## src/rtl/branch_predictor.sv

```systemverilog
// Direct-mapped branch predictor: 2-bit counters plus target buffer.
// Optional performance counters are enabled by defining BP_PERF_CNT_EN.
module branch_predictor #(
    parameter int INDEX_BITS = 4,
    parameter int WIDTH      = 32
) (
    input  logic             clk,
    input  logic             rst_n,
    input  logic [WIDTH-1:0] PCF,
    output logic             PredictTakenF,
    output logic [WIDTH-1:0] PredictTargetF,
    input  logic             BranchE,
    input  logic             TakenE,
    input  logic [WIDTH-1:0] PCE,
    input  logic [WIDTH-1:0] TargetE,
    input  logic             PredTakenE,
    input  logic [WIDTH-1:0] PredTargetE,
    output logic             flushBranch,
    output logic [WIDTH-1:0] RecoverPCE,
    output logic [31:0]      BranchCount,
    output logic [31:0]      MispredictCount
);
    localparam int N  = 1 << INDEX_BITS;
    localparam int TW = WIDTH - INDEX_BITS - 2;

    logic             valid [N];
    logic [TW-1:0]    tags  [N];
    logic [WIDTH-1:0] tgts  [N];
    logic [1:0]       ctrs  [N];

    logic [INDEX_BITS-1:0] fidx, eidx;
    logic [TW-1:0]         ftag, etag;
    logic                  hitf, hite;
    logic [1:0]            ctr_nxt;

    assign fidx = PCF[INDEX_BITS+1:2];
    assign ftag = PCF[WIDTH-1:INDEX_BITS+2];
    assign eidx = PCE[INDEX_BITS+1:2];
    assign etag = PCE[WIDTH-1:INDEX_BITS+2];

    assign hitf = valid[fidx] && (tags[fidx] == ftag);
    assign hite = valid[eidx] && (tags[eidx] == etag);

    assign PredictTakenF  = hitf && ctrs[fidx][1];
    assign PredictTargetF = hitf ? tgts[fidx] : '0;

    assign flushBranch = BranchE && ((TakenE != PredTakenE) ||
                         (TakenE && (PredTargetE != TargetE)));
    assign RecoverPCE  = TakenE ? TargetE : PCE + WIDTH'(4);

    always_comb begin
        ctr_nxt = ctrs[eidx];
        if (TakenE && ctrs[eidx] != 2'b11)
            ctr_nxt = ctrs[eidx] + 2'b01;
        else if (!TakenE && ctrs[eidx] != 2'b00)
            ctr_nxt = ctrs[eidx] - 2'b01;
    end

    always_ff @(posedge clk or negedge rst_n) begin
        if (!rst_n) begin
            for (int i = 0; i < N; i++) begin
                valid[i] <= 1'b0;
                tags[i]  <= '0;
                tgts[i]  <= '0;
                ctrs[i]  <= 2'b01;
            end
        end else if (BranchE) begin
            if (hite) begin
                ctrs[eidx] <= ctr_nxt;
                if (TakenE)
                    tgts[eidx] <= TargetE;
            end else if (TakenE) begin
                // not-taken misses never allocate
                valid[eidx] <= 1'b1;
                tags[eidx]  <= etag;
                tgts[eidx]  <= TargetE;
                ctrs[eidx]  <= 2'b10;
            end
        end
    end

`ifdef BP_PERF_CNT_EN
    logic [31:0] bcnt, mcnt;

    always_ff @(posedge clk or negedge rst_n) begin
        if (!rst_n) begin
            bcnt <= '0;
            mcnt <= '0;
        end else begin
            if (BranchE && bcnt != 32'hFFFF_FFFF)
                bcnt <= bcnt + 32'd1;
            if (flushBranch && mcnt != 32'hFFFF_FFFF)
                mcnt <= mcnt + 32'd1;
        end
    end

    assign BranchCount     = bcnt;
    assign MispredictCount = mcnt;
`else
    assign BranchCount     = '0;
    assign MispredictCount = '0;
`endif

endmodule
```

## config.mk

```make
export PLATFORM = sky130hd
export DESIGN_NAME = branch_predictor
export DESIGN_NICKNAME = d
export VERILOG_FILES = /design/src/rtl/branch_predictor.sv
export SDC_FILE = /design/constraint.sdc
export NUM_CORES = 2
export LEC_CHECK = 0
export ABC_AREA = 1
export ABC_CLOCK_PERIOD_IN_PS = 3400
export BUFFER_PORTS_ARGS = -buffer_cell sky130_fd_sc_hd__clkbuf_2
export CAP_MARGIN = 5
export CORE_MARGIN = 2
export CORE_UTILIZATION = 37
export CTS_CLUSTER_DIAMETER = 100
export DETAILED_ROUTE_END_ITERATION = 7
export PLACE_DENSITY_LB_ADDON = 0.05
export SLEW_MARGIN = 20
export SYNTH_ARGS = -nofsm -noshare
export SYNTH_HDL_FRONTEND = slang
export SYNTH_SLANG_ARGS = --single-unit
```

## constraint.sdc

```tcl
create_clock -name clk -period 3.4 [get_ports clk]
set_input_delay 0.34 -clock clk [delete_from_list [all_inputs] [get_ports clk]]
set_output_delay 0.34 -clock clk [all_outputs]
set_load 0.005 [all_outputs]
```

### After elaboration in Yosys (flattened, before gate mapping)

Index checks and enable logic that the tools add are counted.

| cells by class | value |
|---|---|
| add/sub/neg operators | 3 |
| order comparisons | 3 |
| eq/ne operators | 5 |
| muxes and demuxes | 38 |
| bitwise gates (word level) | 7 |
| reductions and logical operators | 15 |

Operators by type and width:

| operator | number |
|---|---|
| bitwise mux 512 bit | 1 |
| bitwise mux 416 bit | 1 |
| 2-to-1 mux 32 bit | 7 |
| binary-select mux 26 bit (select 4 bit) | 2 |
| 2-to-1 mux 26 bit | 5 |
| binary-select mux 32 bit (select 4 bit) | 1 |
| demux 32 bit (select 4 bit) | 1 |
| demux 26 bit (select 4 bit) | 1 |
| == test 26 bit | 2 |
| adder 32 x 3 -> 32 bit, second input constant | 1 |
| bitwise mux 32 bit | 1 |
| != test 32 bit | 1 |
| OR 16 bit | 2 |
| AND 16 bit | 1 |
| binary-select mux 2 bit (select 4 bit) | 2 |
| inverter 16 bit | 1 |
| 2-to-1 mux 2 bit | 7 |
| greater-or-equal comparator 5 bit, second input constant | 2 |
| inverter 4 -> 5 bit | 2 |
| binary-select mux 1 bit (select 4 bit) | 2 |
| demux 2 bit (select 4 bit) | 1 |
| logical AND 1 bit | 8 |
| < comparator 5 x 1 -> 1 bit, second input constant | 1 |
| 2-to-1 mux 1 bit | 5 |
| 11 further kinds | 13 |

| word-level totals | value |
|---|---|
| bits in registers | 976 |
| input bits | 133 |
| output and inout bits | 130 |
| word-level logic and storage cells | 135 |

### Depth between registers and ports, before layout

| depth | value |
|---|---|
| word-level depth | 10 |
| gate-level depth with buffers | 24 |
| depth with buffers taken out | 20 |

### Worst setup path before layout

OpenSTA, ideal clock, no wires.

| path | value |
|---|---|
| kind | input to output |
| start point | in PCF[3] |
| end point | out PredictTargetF[10] |
| data arrival time | 2334 ps |
| data required time | 3060 ps |
| setup slack | 726 ps |
| stages on the path | 15 |
| buffers on the path | 4 |
| path through | buf_2 clkbuf_1 clkbuf_1 o21ai_0 o211ai_1 o21ai_0 o21ai_0 xnor2_1 nand2_1 nor2_1 nand2_1 nor2_1 nand2_1 buf_2 nor2_1 |

| on the way | value |
|---|---|
| word-level cells in the longest chain between the ends | 7 |
| elaborated cells between the ends (all ways) | 13 |
| those cells by class | 1 x eq/ne; 10 x mux; 1 x bitwise; 1 x reduce/logical |

Ends and longest elaborated chain:

| what | line | source |
|---|---|---|
| start, declared | 9 | `input logic [WIDTH-1:0] PCF,` |
| inverter 4 -> 5 bit (not written as such) * | 41, 45 |  |
| binary-select mux 26 bit (select 4 bit) | 41 | `assign hitf = valid[fidx] && (tags[fidx] == ftag);` |
| 2-to-1 mux 26 bit (not written as such) (2 in series) | 41 |  |
| == test 26 bit | 41 |  |
| logical AND 1 bit | 41 |  |
| 2-to-1 mux 32 bit * | 45 | `assign PredictTargetF = hitf ? tgts[fidx] : '0;` |
| end, declared | 11 | `output logic [WIDTH-1:0] PredictTargetF,` |

Every way passes the cells marked *; elsewhere a longest branch is shown, timed or not. The select of a mux whose other input is x is not followed.

### Worst setup path in the final report

| path | value |
|---|---|
| start point | reg tags[342] (netlist name) |
| end point | out PredictTakenF |

| on the way | value |
|---|---|
| word-level cells in the longest chain between the ends | 6 |

Ends and longest elaborated chain:

| what | line | source |
|---|---|---|
| start, declared | 27 | `logic [TW-1:0] tags [N];` |
| start signal, assigned by index | 75 | `tags[eidx] <= etag;` |
| binary-select mux 26 bit (select 4 bit) | 41 |  |
| 2-to-1 mux 26 bit (not written as such) (2 in series) | 41 |  |
| == test 26 bit | 41 |  |
| logical AND 1 bit | 41 |  |
| logical AND 1 bit | 44 | `assign PredictTakenF = hitf && ctrs[fidx][1];` |
| end, declared | 10 | `output logic PredictTakenF,` |

No other way between the ends. The select of a mux whose other input is x is not followed.

==> out/metrics.cfg <==
[global_routing]
grt_pass1_vias=46980
grt_max_degree=207
grt_pass1_wl_mm=316.2
track_usage_pct=28.63
overflow=0
antenna_found_initial=21

[clock_network]
cts.sinks=976
clkTransAtPathRegs_ns=0.06
root_buffer=clkbuf_16
clkLatencyLatePin_ns=0.77
htreeDepth=3
cts_buffers=117
cts_buffer_depth=3
cts_tree=yes

[synthesis]
netlist_instances=7453
syn_area_sq_um=53430
synth.area.mux_share_pct=0.03747
yosysUniqueCellTypes=42
synth_xor_xnor_area_share_pct=0.6885
synth_top_family_by_area=simple AND/OR/NAND/NOR gates
synth-seq-area-share_pct=45.75
synth-seq-cells=976
ys_warn_count=0
synth-compound-area-share_pct=21.10
synth_fa_ha_area_share_pct=0.1405
synthSimpleGateAreaFrac_pct=21.61
avgSynthCellArea_sq_um=7.169

[floorplanning]
fp.dieW_um=384
pin_count=263
row_count=139
die_y_um=384
dieArea_sq_um=147500
start_util_pct=37.24
core-area_sq_um=143500

[timing]
finalClockSkew_ns=0.04864
layout_setup_ws_ns=-0.1937
fmax_mhz=278.3
worstMarginPinSlew_ns=1.106
fin_crit_sh_pct=105.7
rsz0062_at_grt=yes
maxSlewViolCount=0
finalCriticalPeriod_ns=3.594
slew_headroom_pct=25.47
finalSetupViolations=33
hold_violations=0

[critical_path]
crit_required_ns=3.06
start_kind=flip-flop
worstSetupPathType=reg2out
worst_path_largest_cell_delay_ns=0.39
critPathCaptureType=primary output
crit_fanout=8
crit_slowest_cell=dfrtp_1
cp_cell_sequence=inv_2 -> a21oi_1 -> o21ai_1 -> nand3_1 -> nand3_1 -> o21ai_1 -> xnor2_1 -> buf_4 -> nand3b_1 -> nor2_2 -> nand2_1 -> nor2_1 -> buf_4 -> nand2_4 -> buf_12 -> buf_16 -> nor2_4 -> buf_8
arrival_ns=3.25

[flow_run]
maxCapViolCount=0

[routing]
vias_per_cell=5.261
firstDrtPassIters=8
final_antenna_net_count=0
drt_iter0_drc=5110
remaining_drc_errors=9
routedWlPerCell_um=22.24
wirelength_mm=212.6
vias=50300

[placed_design]
dp_cells=9305
dp.final_hpwl_mm=137.0
numPortBuffers=196
pre_cts_ws_ns=-0.2231
gp_congestion=0.9469

[layout]
fin_nets=7695
syn2layout_area_growth_pct=17.81
drive_gt1_share_pct=11.45
fillCellCount=14800
ff_latch_area_sq_um=24440
final_cells=9561
multi_input_area_sq_um=24010

[power]
power_density_nw_per_um2=555.9
irDropWorstVdd_mv=0.4288
power.leakage_nw=29.81

[outcome]
violations=design-rule violations, negative setup slack
status=finished with violations

[min_path]
hold_class=in2reg

## synth_stat cells (all sizes together)
cell,instances,area [sq um]
o21bai,1,7.510
dfrtp,960,24020
xnor2,18,157.7
nor3,12,60.06
o21a,80,600.6
a221oi,26,227.7
nand3b,3,22.52
nand3,337,1692
nand2,1945,7341
nand4,18,112.6
buf,293,1610
conb,1,3.750
and2,1,6.260
xor2,24,210.2
a21oi,643,3218
clkinv,5,18.77
nor2,584,2205
o221ai,6,52.55
clkbuf,370,1389
o21ai,1219,6105
o211ai,89,668.1
mux2i,2,20.02
inv,715,2684
dfstp,16,420.4
or2,6,37.54
ha,6,75.07
o2111ai,1,8.760
a31oi,1,6.260
a21o,1,7.510
o22ai,59,369.1
nor4,11,68.82
## critical path, delay by kind of cell, from the launching register on
family	cells	cell delay (ns)
AOI/OAI and AO/OA	3	0.23
and+or+nand+nor	8	0.79
DFF	1	0.39
buffers and inverters	6	0.82
xor gates and xnor gates	1	0.18
## flip-flops by register name (all words and copies together), names as in the netlist
signal  cells
valid      16
ctrs       32
tags      416
tgts      512
## timing repair
action                     4_1_cts  5_1_grt
gates resized for setup         83       52
hold endpoints to repair       208        0
hold buffers                    30        0
pin swaps                       16       14
gates cloned                     3        0
buffers inserted                 1        1
setup endpoints to repair       34       44
## cells in the final DEF (no fill, tap or decap), types with 41 or more instances in the layout
master,instances
clkbuf_2,182
o211ai_1,89
nand2_1,1919
conb_1,64
nand3_1,332
a21oi_1,642
buf_12,107
buf_4,248
inv_1,700
nor2_4,41
o22ai_1,57
o21ai_0,1184
o21a_1,80
nor2_1,526
dfrtp_1,960
clkbuf_16,117
## path summary, 6_finish.rpt
kind                            endpoint  cells after the start  slack, ns   startpoint
max                        PredictTakenF                     18      -0.19    tags[342]
min                            tgts[212]                      3       0.07  TargetE[20]
max reg2reg                    tags[399]                     18       0.38    tags[119]
min reg2reg                     ctrs[30]                      2       0.46     ctrs[30]
max in group asynchronous        tgts[2]                      3       2.16        rst_n
min in group asynchronous      tags[186]                      2       0.18        rst_n
## power breakdown
group | leakage [nW] | internal, mW | switching [mW]
clock | 1.92 | 7.44 | 5.39
sequential | 11.8 | 14.0 | 1.19
combinational | 16.1 | 2.59 | 4.37
total | 29.8 | 24.0 | 11.0
## through the flow
| stage | TNS (ns) | hold slack (ns) | instance area, sq um | util (%) | power (mW) |
|---|---|---|---|---|---|
| 6_report | -4.632 | 0.07200 | 62940 | 43.87 | 34.99 |
| 3_3_place_gp | -19.11 | 0.3784 | 58220 | 40.58 | 22.05 |
| 2_1_floorplan | 0 | 0.04441 | 53660 | - | 19.66 |
| 5_1_grt | -11.36 | 0.04707 | 62940 | 43.87 | 37.05 |
| 4_1_cts | -6.508 | 0.02007 | 62800 | 43.77 | 35.23 |
| 3_5_place_dp | -23.47 | 0.3813 | 58220 | 40.58 | 22.20 |
## layout make-up
cell class	count	area share, %
repair buffers	584	8.697
inverters	720	4.337
clock buffers	185	5.502
multi-input cells	5157	38.14
diodes	1	0.003976
clock inverters	35	0.6997
well taps	1903	3.783
flip-flops and latches	976	38.83
## kinds of logic after synthesis
| logic type | count (synthesis) |
|---|---|
| AO/OA/AOI/OAI | 2126 |
| XOR/XNOR | 42 |
| adder cells (fa/ha/maj) | 6 |
| buffers and inverters | 1383 |
| flip-flops | 976 |
| multiplexers | 2 |
| other | 1 |
| AND/OR/NAND/NOR | 2917 |
## metal layers
layer,routed length [um],GRT usage [%]
met5,154,0
met3,16800,5.560
met2,92320,43.20
met1,99910,42.39
met4,3445,5.810
No activity file was read; power rests on OpenSTA's default activity.
